[src/rtl/rst_seq_pkg.sv]
// ---------------------------------------------------------------------------
// rst_seq_pkg : state/cause encodings and a constant helper for reset_sequencer
// Revision    : 1.0
// ---------------------------------------------------------------------------
`default_nettype none

package rst_seq_pkg;

    typedef enum logic [1:0] {
        WAIT_LOCK  = 2'd0,
        HOLD       = 2'd1,
        PERIPH_REL = 2'd2,
        RUN        = 2'd3
    } state_e;

    typedef enum logic [1:0] {
        CAUSE_POR  = 2'd0,
        CAUSE_LOCK = 2'd1,
        CAUSE_BTN  = 2'd2,
        CAUSE_WDT  = 2'd3
    } cause_e;

    function automatic int max2(input int a, input int b);
        return (a > b) ? a : b;
    endfunction

endpackage

`default_nettype wire

[src/rtl/rst_sync_debounce.sv]
// ---------------------------------------------------------------------------
// rst_sync_debounce : 2-flop synchronizer plus hold-time debounce, giving a
//                     pressed level and a one-cycle press pulse per assertion
// Revision          : 1.0
// ---------------------------------------------------------------------------
`default_nettype none

module rst_sync_debounce #(
    parameter int DebounceCycles = 480000
) (
    input  logic clk_i,
    input  logic rst_ni,
    input  logic btn_i,
    output logic level_o,
    output logic press_o
);

    localparam int            DW     = $clog2(DebounceCycles + 1);
    localparam logic [DW-1:0] C_LAST = DW'(DebounceCycles - 1);

    logic          meta_q;
    logic          sync_q;
    logic [DW-1:0] cnt_q;
    logic          level_q;
    logic          press_q;

    always_ff @(posedge clk_i or negedge rst_ni) begin
        if (!rst_ni) begin
            meta_q  <= 1'b0;
            sync_q  <= 1'b0;
            cnt_q   <= '0;
            level_q <= 1'b0;
            press_q <= 1'b0;
        end else begin
            meta_q  <= btn_i;
            sync_q  <= meta_q;
            press_q <= 1'b0;
            if (!sync_q) begin
                cnt_q   <= '0;
                level_q <= 1'b0;
            end else if (cnt_q == C_LAST) begin
                // Counter parks at its last value; the pulse fires only on the rising level.
                if (!level_q) begin
                    press_q <= 1'b1;
                end
                level_q <= 1'b1;
            end else begin
                cnt_q <= cnt_q + 1'b1;
            end
        end
    end

    assign level_o = level_q;
    assign press_o = press_q;

endmodule

`default_nettype wire

[src/rtl/reset_sequencer.sv]
// ---------------------------------------------------------------------------
// reset_sequencer : PLL-lock qualification, button debounce and ordered
//                   peripheral/core reset release with delayed USB pull-up.
//                   Optional watchdog built when RST_SEQ_WATCHDOG_EN is defined.
// Revision        : 1.0
// ---------------------------------------------------------------------------
`default_nettype none

module reset_sequencer
    import rst_seq_pkg::*;
#(
    parameter int LockStableCycles  = 4800,
    parameter int HoldCycles        = 48000,
    parameter int PeriphLeadCycles  = 480,
    parameter int PullupDelayCycles = 480000,
    parameter int DebounceCycles    = 480000,
    parameter int WatchdogCycles    = 48000000
) (
    input  logic       clk_i,
    input  logic       reset_n_i,
    input  logic       pll_locked_i,
    input  logic       btn_reset_i,
    input  logic       wdt_kick_i,
    output logic       core_reset_o,
    output logic       periph_reset_o,
    output logic       usb_pull_en_o,
    output logic       ready_o,
    output logic [1:0] reset_cause_o
);

    localparam int CW = $clog2(max2(max2(LockStableCycles, HoldCycles),
                                    max2(PeriphLeadCycles, PullupDelayCycles)) + 1);

    localparam logic [CW-1:0] C_LOCK_LAST = CW'(LockStableCycles - 1);
    localparam logic [CW-1:0] C_HOLD_LAST = CW'(HoldCycles - 1);
    localparam logic [CW-1:0] C_LEAD_LAST = CW'(PeriphLeadCycles - 1);
    localparam logic [CW-1:0] C_PULL_LAST = CW'(PullupDelayCycles - 1);

    logic          lock_meta_q;
    logic          lock_s_q;
    logic          btn_level;
    logic          btn_press;
    logic          wdt_fire;

    state_e        state_q;
    logic [CW-1:0] cnt_q;
    logic          core_rst_q;
    logic          periph_rst_q;
    logic          pull_en_q;
    logic          ready_q;
    cause_e        cause_q;

    always_ff @(posedge clk_i or negedge reset_n_i) begin
        if (!reset_n_i) begin
            lock_meta_q <= 1'b0;
            lock_s_q    <= 1'b0;
        end else begin
            lock_meta_q <= pll_locked_i;
            lock_s_q    <= lock_meta_q;
        end
    end

    rst_sync_debounce #(
        .DebounceCycles (DebounceCycles)
    ) u_btn (
        .clk_i   (clk_i),
        .rst_ni  (reset_n_i),
        .btn_i   (btn_reset_i),
        .level_o (btn_level),
        .press_o (btn_press)
    );

`ifdef RST_SEQ_WATCHDOG_EN
    localparam int            WW         = $clog2(WatchdogCycles + 1);
    localparam logic [WW-1:0] C_WDT_LAST = WW'(WatchdogCycles - 1);

    logic [WW-1:0] wdt_cnt_q;

    // Outside RUN the counter is held at zero, so every RUN entry starts fresh.
    always_ff @(posedge clk_i or negedge reset_n_i) begin
        if (!reset_n_i) begin
            wdt_cnt_q <= '0;
        end else if (state_q != RUN || wdt_kick_i) begin
            wdt_cnt_q <= '0;
        end else if (wdt_cnt_q != C_WDT_LAST) begin
            wdt_cnt_q <= wdt_cnt_q + 1'b1;
        end
    end

    assign wdt_fire = (state_q == RUN) && !wdt_kick_i && (wdt_cnt_q == C_WDT_LAST);
`else
    logic unused_wdt;
    assign unused_wdt = wdt_kick_i & (WatchdogCycles > 0);
    assign wdt_fire   = 1'b0;
`endif

    always_ff @(posedge clk_i or negedge reset_n_i) begin
        if (!reset_n_i) begin
            state_q      <= WAIT_LOCK;
            cnt_q        <= '0;
            core_rst_q   <= 1'b1;
            periph_rst_q <= 1'b1;
            pull_en_q    <= 1'b0;
            ready_q      <= 1'b0;
            cause_q      <= CAUSE_POR;
        end else if (!lock_s_q && state_q != WAIT_LOCK) begin
            state_q      <= WAIT_LOCK;
            cnt_q        <= '0;
            core_rst_q   <= 1'b1;
            periph_rst_q <= 1'b1;
            pull_en_q    <= 1'b0;
            ready_q      <= 1'b0;
            cause_q      <= CAUSE_LOCK;
        end else if (btn_press && state_q != WAIT_LOCK) begin
            state_q      <= HOLD;
            cnt_q        <= '0;
            core_rst_q   <= 1'b1;
            periph_rst_q <= 1'b1;
            pull_en_q    <= 1'b0;
            ready_q      <= 1'b0;
            cause_q      <= CAUSE_BTN;
        end else if (wdt_fire) begin
            state_q      <= HOLD;
            cnt_q        <= '0;
            core_rst_q   <= 1'b1;
            periph_rst_q <= 1'b1;
            pull_en_q    <= 1'b0;
            ready_q      <= 1'b0;
            cause_q      <= CAUSE_WDT;
        end else begin
            case (state_q)
                WAIT_LOCK: begin
                    if (!lock_s_q) begin
                        cnt_q <= '0;
                    end else if (cnt_q == C_LOCK_LAST) begin
                        state_q <= HOLD;
                        cnt_q   <= '0;
                    end else begin
                        cnt_q <= cnt_q + 1'b1;
                    end
                end
                HOLD: begin
                    // A button still held down keeps the system parked in HOLD.
                    if (btn_level) begin
                        cnt_q <= '0;
                    end else if (cnt_q == C_HOLD_LAST) begin
                        state_q      <= PERIPH_REL;
                        cnt_q        <= '0;
                        periph_rst_q <= 1'b0;
                    end else begin
                        cnt_q <= cnt_q + 1'b1;
                    end
                end
                PERIPH_REL: begin
                    if (cnt_q == C_LEAD_LAST) begin
                        state_q    <= RUN;
                        cnt_q      <= '0;
                        core_rst_q <= 1'b0;
                        ready_q    <= 1'b1;
                    end else begin
                        cnt_q <= cnt_q + 1'b1;
                    end
                end
                RUN: begin
                    if (cnt_q == C_PULL_LAST) begin
                        pull_en_q <= 1'b1;
                    end else begin
                        cnt_q <= cnt_q + 1'b1;
                    end
                end
                default: begin
                    state_q <= WAIT_LOCK;
                    cnt_q   <= '0;
                end
            endcase
        end
    end

    assign core_reset_o   = core_rst_q;
    assign periph_reset_o = periph_rst_q;
    assign usb_pull_en_o  = pull_en_q;
    assign ready_o        = ready_q;
    assign reset_cause_o  = cause_q;

endmodule

`default_nettype wire

[config.mk]
export PLATFORM = sky130hd
export DESIGN_NAME = reset_sequencer
export DESIGN_NICKNAME = d
export VERILOG_FILES = /design/src/rtl/rst_seq_pkg.sv /design/src/rtl/rst_sync_debounce.sv /design/src/rtl/reset_sequencer.sv
export SDC_FILE = /design/constraint.sdc
export NUM_CORES = 1
export LEC_CHECK = 0
export ABC_CLOCK_PERIOD_IN_PS = 2100
export CAP_MARGIN = 10
export CORE_MARGIN = 2
export CORE_UTILIZATION = 60
export DETAILED_ROUTE_END_ITERATION = 8
export PLACE_DENSITY_LB_ADDON = 0.3
export REMOVE_ABC_BUFFERS = 1
export SLEW_MARGIN = 20
export SYNTH_ARGS = -nofsm -noshare
export SYNTH_HDL_FRONTEND = slang
export SYNTH_HIERARCHICAL = 1
export SYNTH_SLANG_ARGS = --single-unit
[constraint.sdc]
create_clock -name clk_i -period 2.1 [get_ports clk_i]
set_input_delay 0.42 -clock clk_i [delete_from_list [all_inputs] [get_ports clk_i]]
set_output_delay 0.42 -clock clk_i [all_outputs]
set_load 0.005 [all_outputs]
==> impl_metrics.json <==
{
  "core_um2": 4440,
  "cts_tree": "yes",
  "synthesis.area_um2": 2820,
  "ys_types": 63,
  "avgViaCountPerCell": 6.16,
  "grt_max_degree": 33,
  "regArea_um2": 1310,
  "clockBufferDepth": 2,
  "yosysTopAreaCell": "dfrtp_1",
  "fillCellCount": 313,
  "slew_violations": 0,
  "antenna_found_initial": 0,
  "io_pins": 11,
  "min_path_type": "in -> async",
  "layout-drive-gt1-share_pct": 20.7,
  "critPathLaunchType": "register",
  "rsz0062_at_grt": "yes",
  "ys_ff_latch": 52,
  "drc": 0,
  "final_nets": 321,
  "htree_levels": 2,
  "antennaDiodeCount": 0,
  "rrSetupSlack_ps": 30,
  "clock-root-buffer": "clkbuf_8",
  "ys_top_cells_by_area": "dfrtp_1, ha_1, xor2_1, o21ai_0, nand4_1",
  "hpwl_um": 4190,
  "clk_latency_ps": 310,
  "yosysWarnings": 6,
  "synth_top_family_by_area": "simple AND/OR/NAND/NOR gates",
  "synthAdderAreaFrac_pct": 3.55,
  "placed_cell_area_um2": 3060,
  "crit_path_end_kind": "register",
  "grt_usage_pct": 24.6,
  "grt_pass1_wl_um": 10100,
  "worstMarginPinSlew_ps": 481,
  "gp_congestion": 0.867,
  "cp_max_fo": 4,
  "clk_pin_slew_ps": 90,
  "reg2reg_to": "state_q[0]$_DFFE_PN0P_",
  "synth_compound_area_share_pct": 13.9,
  "power_density_nw_per_um2": 547,
  "die_w_um": 72.6,
  "wirelength_um": 5870,
  "arrival_ps": 2270,
  "yosys.area_share.xor_xnor_pct": 5.90,
  "grt_pass1_vias": 2263,
  "setup_violations": 0,
  "grt-ovfl-total": 0,
  "final_area_um2": 3260,
  "fmax_ghz": 0.482,
  "final_util_pct": 73.3,
  "route.antenna.remaining_nets": 0,
  "dpl.cell_count": 349,
  "row_count": 24,
  "synth_area_per_cell_um2": 10.1,
  "status": "finished, final reports clean",
  "cp-startpoint": "cnt_q[14]$_DFFE_PN0P_",
  "synthArstFlopShare_pct": 100,
  "drt-pass1-iter-count": 4,
  "areaGrowthSynthToFinish_pct": 15.3,
  "cts.sinks": 52,
  "synth_edf_count": 0,
  "criticalPathCategory": "reg -> reg",
  "multiInputGateArea_um2": 1490,
  "cts-buffers-inserted": 5,
  "yosysTopAreaCellShare_pct": 44.3,
  "reg2reg_depth": 6,
  "ys.flop_type": "dfrtp_1",
  "hold_ws_ps": 66.2,
  "cap_violations": 0,
  "vias": 2224,
  "max-vdd-ir-drop_uv": 378,
  "wl_per_cell_um": 16.3,
  "yosys.area_share.simple_pct": 26.6,
  "min_period_ps": 2070,
  "slew_headroom_pct": 67.4,
  "r2r-start": "cnt_q[14]$_DFFE_PN0P_",
  "holdBufCountCts": 0,
  "yosysSeqAreaShare_pct": 46.2,
  "p_leak_nw": 1.39,
  "floorplan.initialDensity_pct": 63.5,
  "power_w": 0.00178,
  "synthMuxAreaShare_pct": 0.754,
  "dieArea_um2": 5270,
  "synthCells": 280,
  "cp.required_ps": 2300,
  "fin_skew_ps": 11.7,
  "finalCritPeriodShare_pct": 98.8,
  "drtIter0Drc": 129,
  "portBuffers": 9,
  "instances_no_fill": 361,
  "fp.dieH_um": 72.6,
  "hold_violations": 0
}
## per-layer routing
layer,up-vias,share of wire (%),global-route usage [%]
met5,-,0,0
met4,0,1.8,10.1
li1,1097,-,-
met3,14,2.9,4.83
met1,1075,44,29.7
met2,38,52,43.0
## cell families (layout without fill, tap and decap cells)
family,Yosys count,count (layout)
XOR/XNOR,19,19
buffers and inverters,18,46
adder cells (fa/ha/maj),8,8
AO/OA/AOI/OAI,57,58
AND/OR/NAND/NOR,124,124
multiplexers,2,2
flip-flops,52,52
## registers in the layout, summed over array words and instances, names as in the netlist, 2 cells and up
| signal | cells |
|---|---|
| state_q | 2 |
| u_btn/cnt_q | 19 |
| reset_cause_o | 2 |
| cnt_q | 19 |
## repair_timing
action / 4_1_cts / 5_1_grt
setup buffers: 0 / 3
resized for setup: 0 / 16
endpoints found under the setup margin: 0 / 14
## cell usage after synthesis (2+ instances only)
library cell	instances
o21ai_0	18
and3_1	8
o41ai_1	2
nand2_1	23
ha_1	8
nor3_1	6
dfstp_2	2
nor4b_1	2
o311ai_0	2
xnor2_1	8
and4_1	5
a21oi_1	8
nand2_2	2
nand2b_1	3
a21oi_2	2
nand4_1	14
and2_1	2
buf_4	2
xor2_1	11
buf_2	4
or3_1	4
clkbuf_1	2
or4_1	2
a31oi_1	7
inv_1	9
dfrtp_1	50
nor2_1	21
o31ai_1	3
nand3_1	16
## layout by cell type, fill, tap and decap left out, drive strengths merged, types with 4 or more instances in the layout
| master | n |
|---|---|
| a21oi | 12 |
| a31oi | 7 |
| and3 | 9 |
| and4 | 5 |
| buf | 21 |
| clkbuf | 6 |
| clkdlybuf4s50 | 8 |
| dfrtp | 50 |
| ha | 8 |
| inv | 9 |
| nand2 | 25 |
| nand3 | 16 |
| nand4 | 14 |
| nor2 | 21 |
| nor3 | 8 |
| o21ai | 20 |
| o311ai | 4 |
| or3 | 5 |
| xnor2 | 8 |
| xor2 | 11 |
## cell type report
| class | count | share of cell area, % |
|---|---|---|
| Clock buffer | 6 | 2.23 |
| Clock inverter | 2 | 1.08 |
| Inverter | 9 | 1.04 |
| Multi-Input combinational cell | 211 | 45.8 |
| Sequential cell | 52 | 40.2 |
| Tap cell | 52 | 2.00 |
| Timing Repair Buffer | 29 | 7.61 |
## per-stage QoR
stage	worst slack [ps]	TNS, ps
after CTS	13.4	0
after global routing	-110	-126
after global placement	90.1	0
after floorplan	3.07	0
final	25.4	0
after detailed placement	43.3	0
## worst max path at each step
stage                                   to  slack, ps
floorplan             cnt_q[8]$_DFFE_PN0P_          3
global placement     cnt_q[13]$_DFFE_PN0P_         90
detailed placement   cnt_q[16]$_DFFE_PN0P_         40
CTS                  cnt_q[16]$_DFFE_PN0P_         10
global route        state_q[0]$_DFFE_PN0P_       -110
finish              state_q[0]$_DFFE_PN0P_         30
## power by group
part / internal (W) / switching, W / total [W]
Clock: 0.000354 / 0.000314 / 0.000668
Combinational: 0.0000344 / 0.0000512 / 0.0000856
Sequential: 0.00101 / 0.0000127 / 0.00103
Total: 0.00140 / 0.000378 / 0.00178
## critical path: stages, from the launching register on
cell,delay [ps]
dfrtp_1,440
nor4_4,310
nand4_1,210
o21ai_0,250
o311ai_1,200
a21oi_2,230
mux2_1,330
No activity file was read; power rests on OpenSTA's default activity.
